<file path="src/rtl/fpu_seq.sv">
// Multi-cycle single-precision FPU: FADD, FSUB and shift-add FMUL.
// Denormals flush to zero, rounding truncates, NaNs collapse to 0x7FC00000.
module fpu_seq (
  input  logic        clk,
  input  logic        reset,
  input  logic        start,
  input  logic [1:0]  FPUControl,
  input  logic [31:0] SrcA,
  input  logic [31:0] SrcB,
  output logic [31:0] FPUResult,
  output logic [3:0]  FPUFlags,
  output logic        Busy,
  output logic        Done
);

  localparam logic [31:0] QNAN = 32'h7FC0_0000;

  typedef enum logic [2:0] {
    S_IDLE,
    S_UNPACK,
    S_ADD,
    S_MULITER,
    S_NORM,
    S_DONE
  } state_t;

  state_t      state_q, state_d;
  logic [31:0] a_q, a_d;
  logic [31:0] b_q, b_d;
  logic [1:0]  op_q, op_d;
  logic        sign_q, sign_d;
  logic [10:0] exp_q, exp_d;
  logic [47:0] man_q, man_d;
  logic [4:0]  cnt_q, cnt_d;
  logic [31:0] res_q, res_d;
  logic [3:0]  flg_q, flg_d;
  logic        busy_q, busy_d;
  logic        done_q, done_d;

  function automatic logic [5:0] lzc48(input logic [47:0] v);
    lzc48 = 6'd48;
    for (int i = 0; i < 48; i++)
      if (v[i]) lzc48 = 6'(47 - i);
  endfunction

  logic [7:0]  ea, eb;
  logic [23:0] ma, mb;
  logic        sa, sb;
  logic        a_zero, b_zero;
  logic        a_inf, b_inf;
  logic        a_nan, b_nan;
  logic        is_mul;

  // sb is the effective sign of B: FSUB folds into FADD here
  assign ea     = a_q[30:23];
  assign eb     = b_q[30:23];
  assign a_zero = (ea == 8'd0);
  assign b_zero = (eb == 8'd0);
  assign a_inf  = (ea == 8'hFF) && (a_q[22:0] == 23'd0);
  assign b_inf  = (eb == 8'hFF) && (b_q[22:0] == 23'd0);
  assign a_nan  = (ea == 8'hFF) && (a_q[22:0] != 23'd0);
  assign b_nan  = (eb == 8'hFF) && (b_q[22:0] != 23'd0);
  assign ma     = a_zero ? 24'd0 : {1'b1, a_q[22:0]};
  assign mb     = b_zero ? 24'd0 : {1'b1, b_q[22:0]};
  assign sa     = a_q[31];
  assign sb     = b_q[31] ^ (op_q == 2'b01);
  assign is_mul = (op_q == 2'b10);

  logic        a_big;
  logic [7:0]  big_e, sml_e, ediff;
  logic [23:0] big_m, sml_m;
  logic [4:0]  sh;
  logic [26:0] big_x, sml_x;
  logic [27:0] sum;

  assign a_big = {ea, ma} >= {eb, mb};
  assign big_e = a_big ? ea : eb;
  assign sml_e = a_big ? eb : ea;
  assign big_m = a_big ? ma : mb;
  assign sml_m = a_big ? mb : ma;
  assign ediff = big_e - sml_e;
  assign sh    = (ediff > 8'd26) ? 5'd26 : ediff[4:0];
  assign big_x = {big_m, 3'b000};
  assign sml_x = {sml_m, 3'b000} >> sh;
  assign sum   = (sa == sb) ? {1'b0, big_x} + {1'b0, sml_x}
                            : {1'b0, big_x} - {1'b0, sml_x};

  logic [47:0] pp;
  assign pp = {24'd0, ma} << cnt_q;

  // man_q holds value * 2^46 relative to exp_q, so 1.0 sits at bit 46
  logic [5:0]  lz;
  logic [22:0] frac;
  logic [10:0] e_fin;
  logic        ovf, unf;

  assign lz    = lzc48(man_q);
  assign frac  = 23'((man_q << lz) >> 24);
  assign e_fin = exp_q + 11'd1 - {5'd0, lz};
  assign ovf   = !e_fin[10] && (e_fin >= 11'd255);
  assign unf   = e_fin[10] || (e_fin == 11'd0);

  always_comb begin
    state_d = state_q;
    a_d     = a_q;
    b_d     = b_q;
    op_d    = op_q;
    sign_d  = sign_q;
    exp_d   = exp_q;
    man_d   = man_q;
    cnt_d   = cnt_q;
    res_d   = res_q;
    flg_d   = flg_q;
    unique case (state_q)
      S_IDLE: begin
        if (start) begin
          a_d     = SrcA;
          b_d     = SrcB;
          op_d    = FPUControl;
          state_d = S_UNPACK;
        end
      end
      S_UNPACK: begin
        state_d = S_DONE;
        if (op_q == 2'b11) begin
          res_d = 32'd0;
          flg_d = 4'b0000;
        end else if (a_nan || b_nan
            || (!is_mul && a_inf && b_inf && (sa != sb))
            || (is_mul && ((a_inf && b_zero) || (a_zero && b_inf)))) begin
          res_d = QNAN;
          flg_d = 4'b0010;
        end else if (is_mul) begin
          if (a_inf || b_inf) begin
            res_d = {sa ^ sb, 8'hFF, 23'd0};
            flg_d = {sa ^ sb, 3'b000};
          end else if (a_zero || b_zero) begin
            res_d = {sa ^ sb, 31'd0};
            flg_d = {sa ^ sb, 3'b100};
          end else begin
            sign_d  = sa ^ sb;
            exp_d   = {3'd0, ea} + {3'd0, eb} - 11'd127;
            man_d   = 48'd0;
            cnt_d   = 5'd0;
            state_d = S_MULITER;
          end
        end else if (a_inf) begin
          res_d = {sa, 8'hFF, 23'd0};
          flg_d = {sa, 3'b000};
        end else if (b_inf) begin
          res_d = {sb, 8'hFF, 23'd0};
          flg_d = {sb, 3'b000};
        end else begin
          state_d = S_ADD;
        end
      end
      S_ADD: begin
        sign_d  = a_big ? sa : sb;
        exp_d   = {3'd0, big_e};
        man_d   = {sum, 20'd0};
        state_d = S_NORM;
      end
      S_MULITER: begin
        if (mb[cnt_q]) man_d = man_q + pp;
        cnt_d = cnt_q + 5'd1;
        if (cnt_q == 5'd23) state_d = S_NORM;
      end
      S_NORM: begin
        state_d = S_DONE;
        if (man_q == 48'd0) begin
          res_d = 32'd0;
          flg_d = 4'b0100;
        end else if (ovf) begin
          res_d = {sign_q, 8'hFF, 23'd0};
          flg_d = {sign_q, 3'b001};
        end else if (unf) begin
          res_d = {sign_q, 31'd0};
          flg_d = {sign_q, 3'b100};
        end else begin
          res_d = {sign_q, e_fin[7:0], frac};
          flg_d = {sign_q, 3'b000};
        end
      end
      S_DONE:  state_d = S_IDLE;
      default: state_d = S_IDLE;
    endcase
    busy_d = (state_d != S_IDLE);
    done_d = (state_d == S_DONE);
  end

  always_ff @(posedge clk) begin
    if (reset) begin
      state_q <= S_IDLE;
      a_q     <= 32'd0;
      b_q     <= 32'd0;
      op_q    <= 2'd0;
      sign_q  <= 1'b0;
      exp_q   <= 11'd0;
      man_q   <= 48'd0;
      cnt_q   <= 5'd0;
      res_q   <= 32'd0;
      flg_q   <= 4'd0;
      busy_q  <= 1'b0;
      done_q  <= 1'b0;
    end else begin
      state_q <= state_d;
      a_q     <= a_d;
      b_q     <= b_d;
      op_q    <= op_d;
      sign_q  <= sign_d;
      exp_q   <= exp_d;
      man_q   <= man_d;
      cnt_q   <= cnt_d;
      res_q   <= res_d;
      flg_q   <= flg_d;
      busy_q  <= busy_d;
      done_q  <= done_d;
    end
  end

  assign FPUResult = res_q;
  assign FPUFlags  = flg_q;
  assign Busy      = busy_q;
  assign Done      = done_q;

endmodule

</file>
<file path="config.mk">
export PLATFORM = sky130hd
export DESIGN_NAME = fpu_seq
export DESIGN_NICKNAME = d
export VERILOG_FILES = /design/src/rtl/fpu_seq.sv
export SDC_FILE = /design/constraint.sdc
export NUM_CORES = 1
export LEC_CHECK = 0
export BUFFER_PORTS_ARGS = -buffer_cell sky130_fd_sc_hd__buf_2
export CAP_MARGIN = 40
export CORE_ASPECT_RATIO = 2
export CORE_UTILIZATION = 50
export CTS_CLUSTER_DIAMETER = 80
export DETAILED_ROUTE_END_ITERATION = 8
export GPL_ROUTABILITY_DRIVEN = 0
export PLACE_DENSITY = 0.69
export SYNTH_ARGS = -nofsm -noshare
export SYNTH_HDL_FRONTEND = slang
export SYNTH_SLANG_ARGS = --single-unit
</file>
<file path="constraint.sdc">
create_clock -name clk -period 13.8 [get_ports clk]
set_input_delay 0.69 -clock clk [delete_from_list [all_inputs] [get_ports clk]]
set_output_delay 0.69 -clock clk [all_outputs]
set_load 0.01 [all_outputs]
</file>
==> metrics.md <==
| Metric | Value |
|---|---|
| Synth-to-Final Area Change | 7.33% |
| Ys Warns | 0 |
| Grt ovf | 0 |
| Dpl hpwl | 65.9 mm |
| Post-route insts no fill | 3528 |
| P_leak | 9.48 nW |
| Dominant cells by area after synthesis | dfxtp_1 16%, ha_1 9.8%, mux2i_1 8.7% |
| Crit share post-route | 83.6% |
| Vias in the first global route | 23074 |
| Worst Path Buf+Inv | 4 |
| Worst setup SP type | register |
| Antenna-violating nets left | 0 |
| Worst Path Required | 14.14 ns |
| Fin. Hold Viols | 0 |
| CTS tree | done |
| Initial Util | 50.6% |
| Status | finished clean |
| Worst hold path cell count | 3 |
| Worst Skew | 0.0250 ns |
| Worst rel slew slack | 32.4% |
| DR iter-0 viols | 2565 |
| Hold_buf cts | 0 |
| # IOs | 107 |
| DR pass1 iterations | 8 |
| Avg Vias per Cell | 6.75 |
| CP Class | reg -> reg |
| Setup TNS | 0 ns |
| Chip Height | 290 um |
| Largest net degree at the start of global routing | 67 |
| Top_reg_cell synth | dfxtp_1 |
| Port bufs | 106 |
| DR WL/cell | 25.0 um |
| Crit path largest cell delay | 0.60 ns |
| Post-CTS Setup Bufs | 0 |
| DR vias | 23812 |
| Row count | 105 |
| Placed Cells | 3484 |
| Sink Count | 170 |
| Worst-path cell with the longest stage delay | and3_1 |
| Stages on the worst setup path | 49 |
| Layout cells sized above 1 | 9.42% |
| Capture point of the worst reg-to-reg path | man_q[45]$_SDFFE_PP0P_ |
| R2r setup slk | 2.26 ns |
| Post-CTS resize count | 0 |
| Total Die Area | 0.0422 mm2 |
| # DRC | 0 |
| CP Max Fanout | 23 |
| Final Max Slew Viols | 0 |
| Nets@finish | 3215 |
| Synth Instances | 2982 |
| Final core occ | 54.3% |
| Area share of the largest cell type after synthesis | 16.5% |
| Reg2reg path depth | 49 |
| Diode count | 0 |
| FMAX | 86.7 MHz |
| Commonest non-fill, non-tap cell in the layout | nand2_1 |
| Max_cap viols | 0 |
| Cell family contributing the most delay on the critical path | compound AO/OA/AOI/OAI gates |
| Die width | 146 um |
| Hold Path Sink | b_q[24]$_SDFFE_PP0P_ |
| Final setup violation count | 0 |
| Clk network pwr share | 14.7% |
| Worst hold start | SrcB[24] |
| Reg-to-reg startpoint | a_q[24]$_SDFFE_PP0P_ |
| Power Internal | 0.00155 W |
| Flop pwr share | 17.1% |
| RSZ-0062 raised after global routing | no |
| Synth cell types | 102 |
| Syn_nets | 3217 |
| Sequential-to-total area share from yosys stat | 16.5% |
| Clock tree buffer depth | 2 |
| Net Sw Frac | 55.4% |
| WL final | 88.3 mm |
| Clk_lat worst skew | 0.48 ns |
| Synthesized area | 0.0207 mm2 |
| Total GRT Usage | 41.6% |
| Worst vdd ir | 0.108 mV |
| Hold crit path type | in -> reg |
| Clk pin slew, worst setup/hold paths | 0.09 ns |
| Worst-Margin Slew | 1.01 ns |
| Post-synth EDFFs | 0 |
| Global-route wire length before repair | 134 mm |
| Asr flop ratio synth | 0% |
| Arr. time, crit path | 11.88 ns |
| Avg Inst Size Synth | 6.93 um2 |
| #FFs+latches synth | 170 |
| Core Area | 0.0409 mm2 |
| Post-layout min period | 11.54 ns |
| CTS buffer count | 17 |
| Comb power frac | 68.1% |
| CTS Root Cell | clkbuf_16 |
| Synth area leader | dfxtp_1 |
| Initial antenna violation count | 2 |
| Htree depth | 4 |
| Most frequent cells in the layout | 440 x nand2_1, 302 x a21oi_1, 297 x nor2_1 |
| Worst setup EP type | register |
| NetSw | 0.00192 W |
| Pwr per Cell Area | 156 mW/mm2 |
## per-stage QoR
step | total power (W) | worst slack [ns] | instance area, um2 | hold slack [ns]
final | 0.00347 | 2.26 | 22200 | 0.441
after CTS | 0.00332 | 2.62 | 22100 | 0.446
after floorplan | 0.00222 | 4.11 | 20700 | 0.449
after detailed placement | 0.00281 | 2.68 | 21500 | 0.441
after global placement | 0.00277 | 2.73 | 21400 | 0.429
after global routing | 0.00362 | 1.40 | 22200 | 0.461
## power groups by stage
| stage | combinational (W) | sequential, W | clock [W] |
|---|---|---|---|
| 2_1_floorplan | 0.00165 | 0.000564 | 0 |
| 3_5_place_dp | 0.00222 | 0.000596 | 0 |
| 4_1_cts | 0.00223 | 0.000585 | 0.000510 |
| 6_report | 0.00236 | 0.000593 | 0.000511 |
| 5_1_grt | 0.00250 | 0.000594 | 0.000529 |
| 3_3_place_gp | 0.00217 | 0.000595 | 0 |
## metal layers
layer	share of wire, %	global-route usage, %
met5	0.023	0
met4	11	41.2
met3	8.2	10.1
met2	49	74.2
met1	31	38.5
## synthesized netlist by cell type (8+ instances only)
cell / n
a22o_1: 9
o31ai_1: 23
mux2i_1: 180
mux2_2: 21
o22ai_1: 24
xor2_1: 27
o21ai_1: 9
dfxtp_1: 170
inv_1: 137
ha_1: 162
buf_1: 24
nand2_1: 441
o211ai_1: 22
nand4_1: 35
a21oi_1: 302
o21ai_0: 191
a311oi_1: 16
a31o_2: 9
o21bai_1: 29
a211oi_1: 51
or2_2: 10
nor2_1: 298
a221oi_1: 18
and2_1: 32
and3_1: 15
nor3_1: 69
nand2b_1: 25
a21o_1: 43
o2111ai_1: 10
a22oi_1: 20
nor4_1: 37
nand3_1: 60
nor3b_1: 8
a31oi_1: 28
buf_2: 11
or3_1: 11
nor2b_1: 30
xnor2_1: 50
clkbuf_1: 142
o21a_1: 27
## worst register-to-register path, delay by kind of cell, from the launching register on
kind | cells | cell delay, ns
buffers and inverters | 4 | 0.90
adders and majority gates | 4 | 0.95
AOI/OAI and AO/OA | 28 | 5.67
DFF | 1 | 0.45
and+or+nand+nor | 13 | 3.44
## final cells by class
cell class,instances,area [um2]
clock buffers,17,425
clock inverters,15,170
fillers,4014,18700
inverters,140,526
multi-input cells,2488,16000
flip-flops and latches,170,3400
well taps,535,669
repair buffers,163,945
## cells by family (layout without fill, tap and decap cells)
family / Yosys count / count (layout) / synth area share [%]
compound gates: 927 / 927 / 28.8
xor+xnor: 77 / 77 / 3.26
fa+ha+maj: 166 / 166 / 10.2
buf+inv: 324 / 335 / 6.17
flops: 170 / 170 / 16.5
mux: 207 / 207 / 10.5
simple gates: 1111 / 1111 / 24.6
## how the worst max path moves through the flow
stage | from | endpoint | slack [ns]
after global routing | a_q[24]$_SDFFE_PP0P_ | man_q[45]$_SDFFE_PP0P_ | 1.40
after detailed placement | a_q[24]$_SDFFE_PP0P_ | man_q[45]$_SDFFE_PP0P_ | 2.68
after global placement | a_q[24]$_SDFFE_PP0P_ | man_q[45]$_SDFFE_PP0P_ | 2.73
after floorplan | b_q[24]$_SDFFE_PP0P_ | man_q[44]$_SDFFE_PP0P_ | 4.11
after CTS | a_q[24]$_SDFFE_PP0P_ | man_q[45]$_SDFFE_PP0P_ | 2.62
final | a_q[24]$_SDFFE_PP0P_ | man_q[45]$_SDFFE_PP0P_ | 2.26
## flip-flops by register name, summed over array words and instances (netlist names), 3 cells and up
| signal | cells |
|---|---|
| man_q | 48 |
| FPUResult | 32 |
| a_q | 32 |
| b_q | 32 |
| exp_q | 10 |
| cnt_q | 5 |
| FPUFlags | 3 |
| state_q | 3 |
Power figures use the tool's default switching activity.
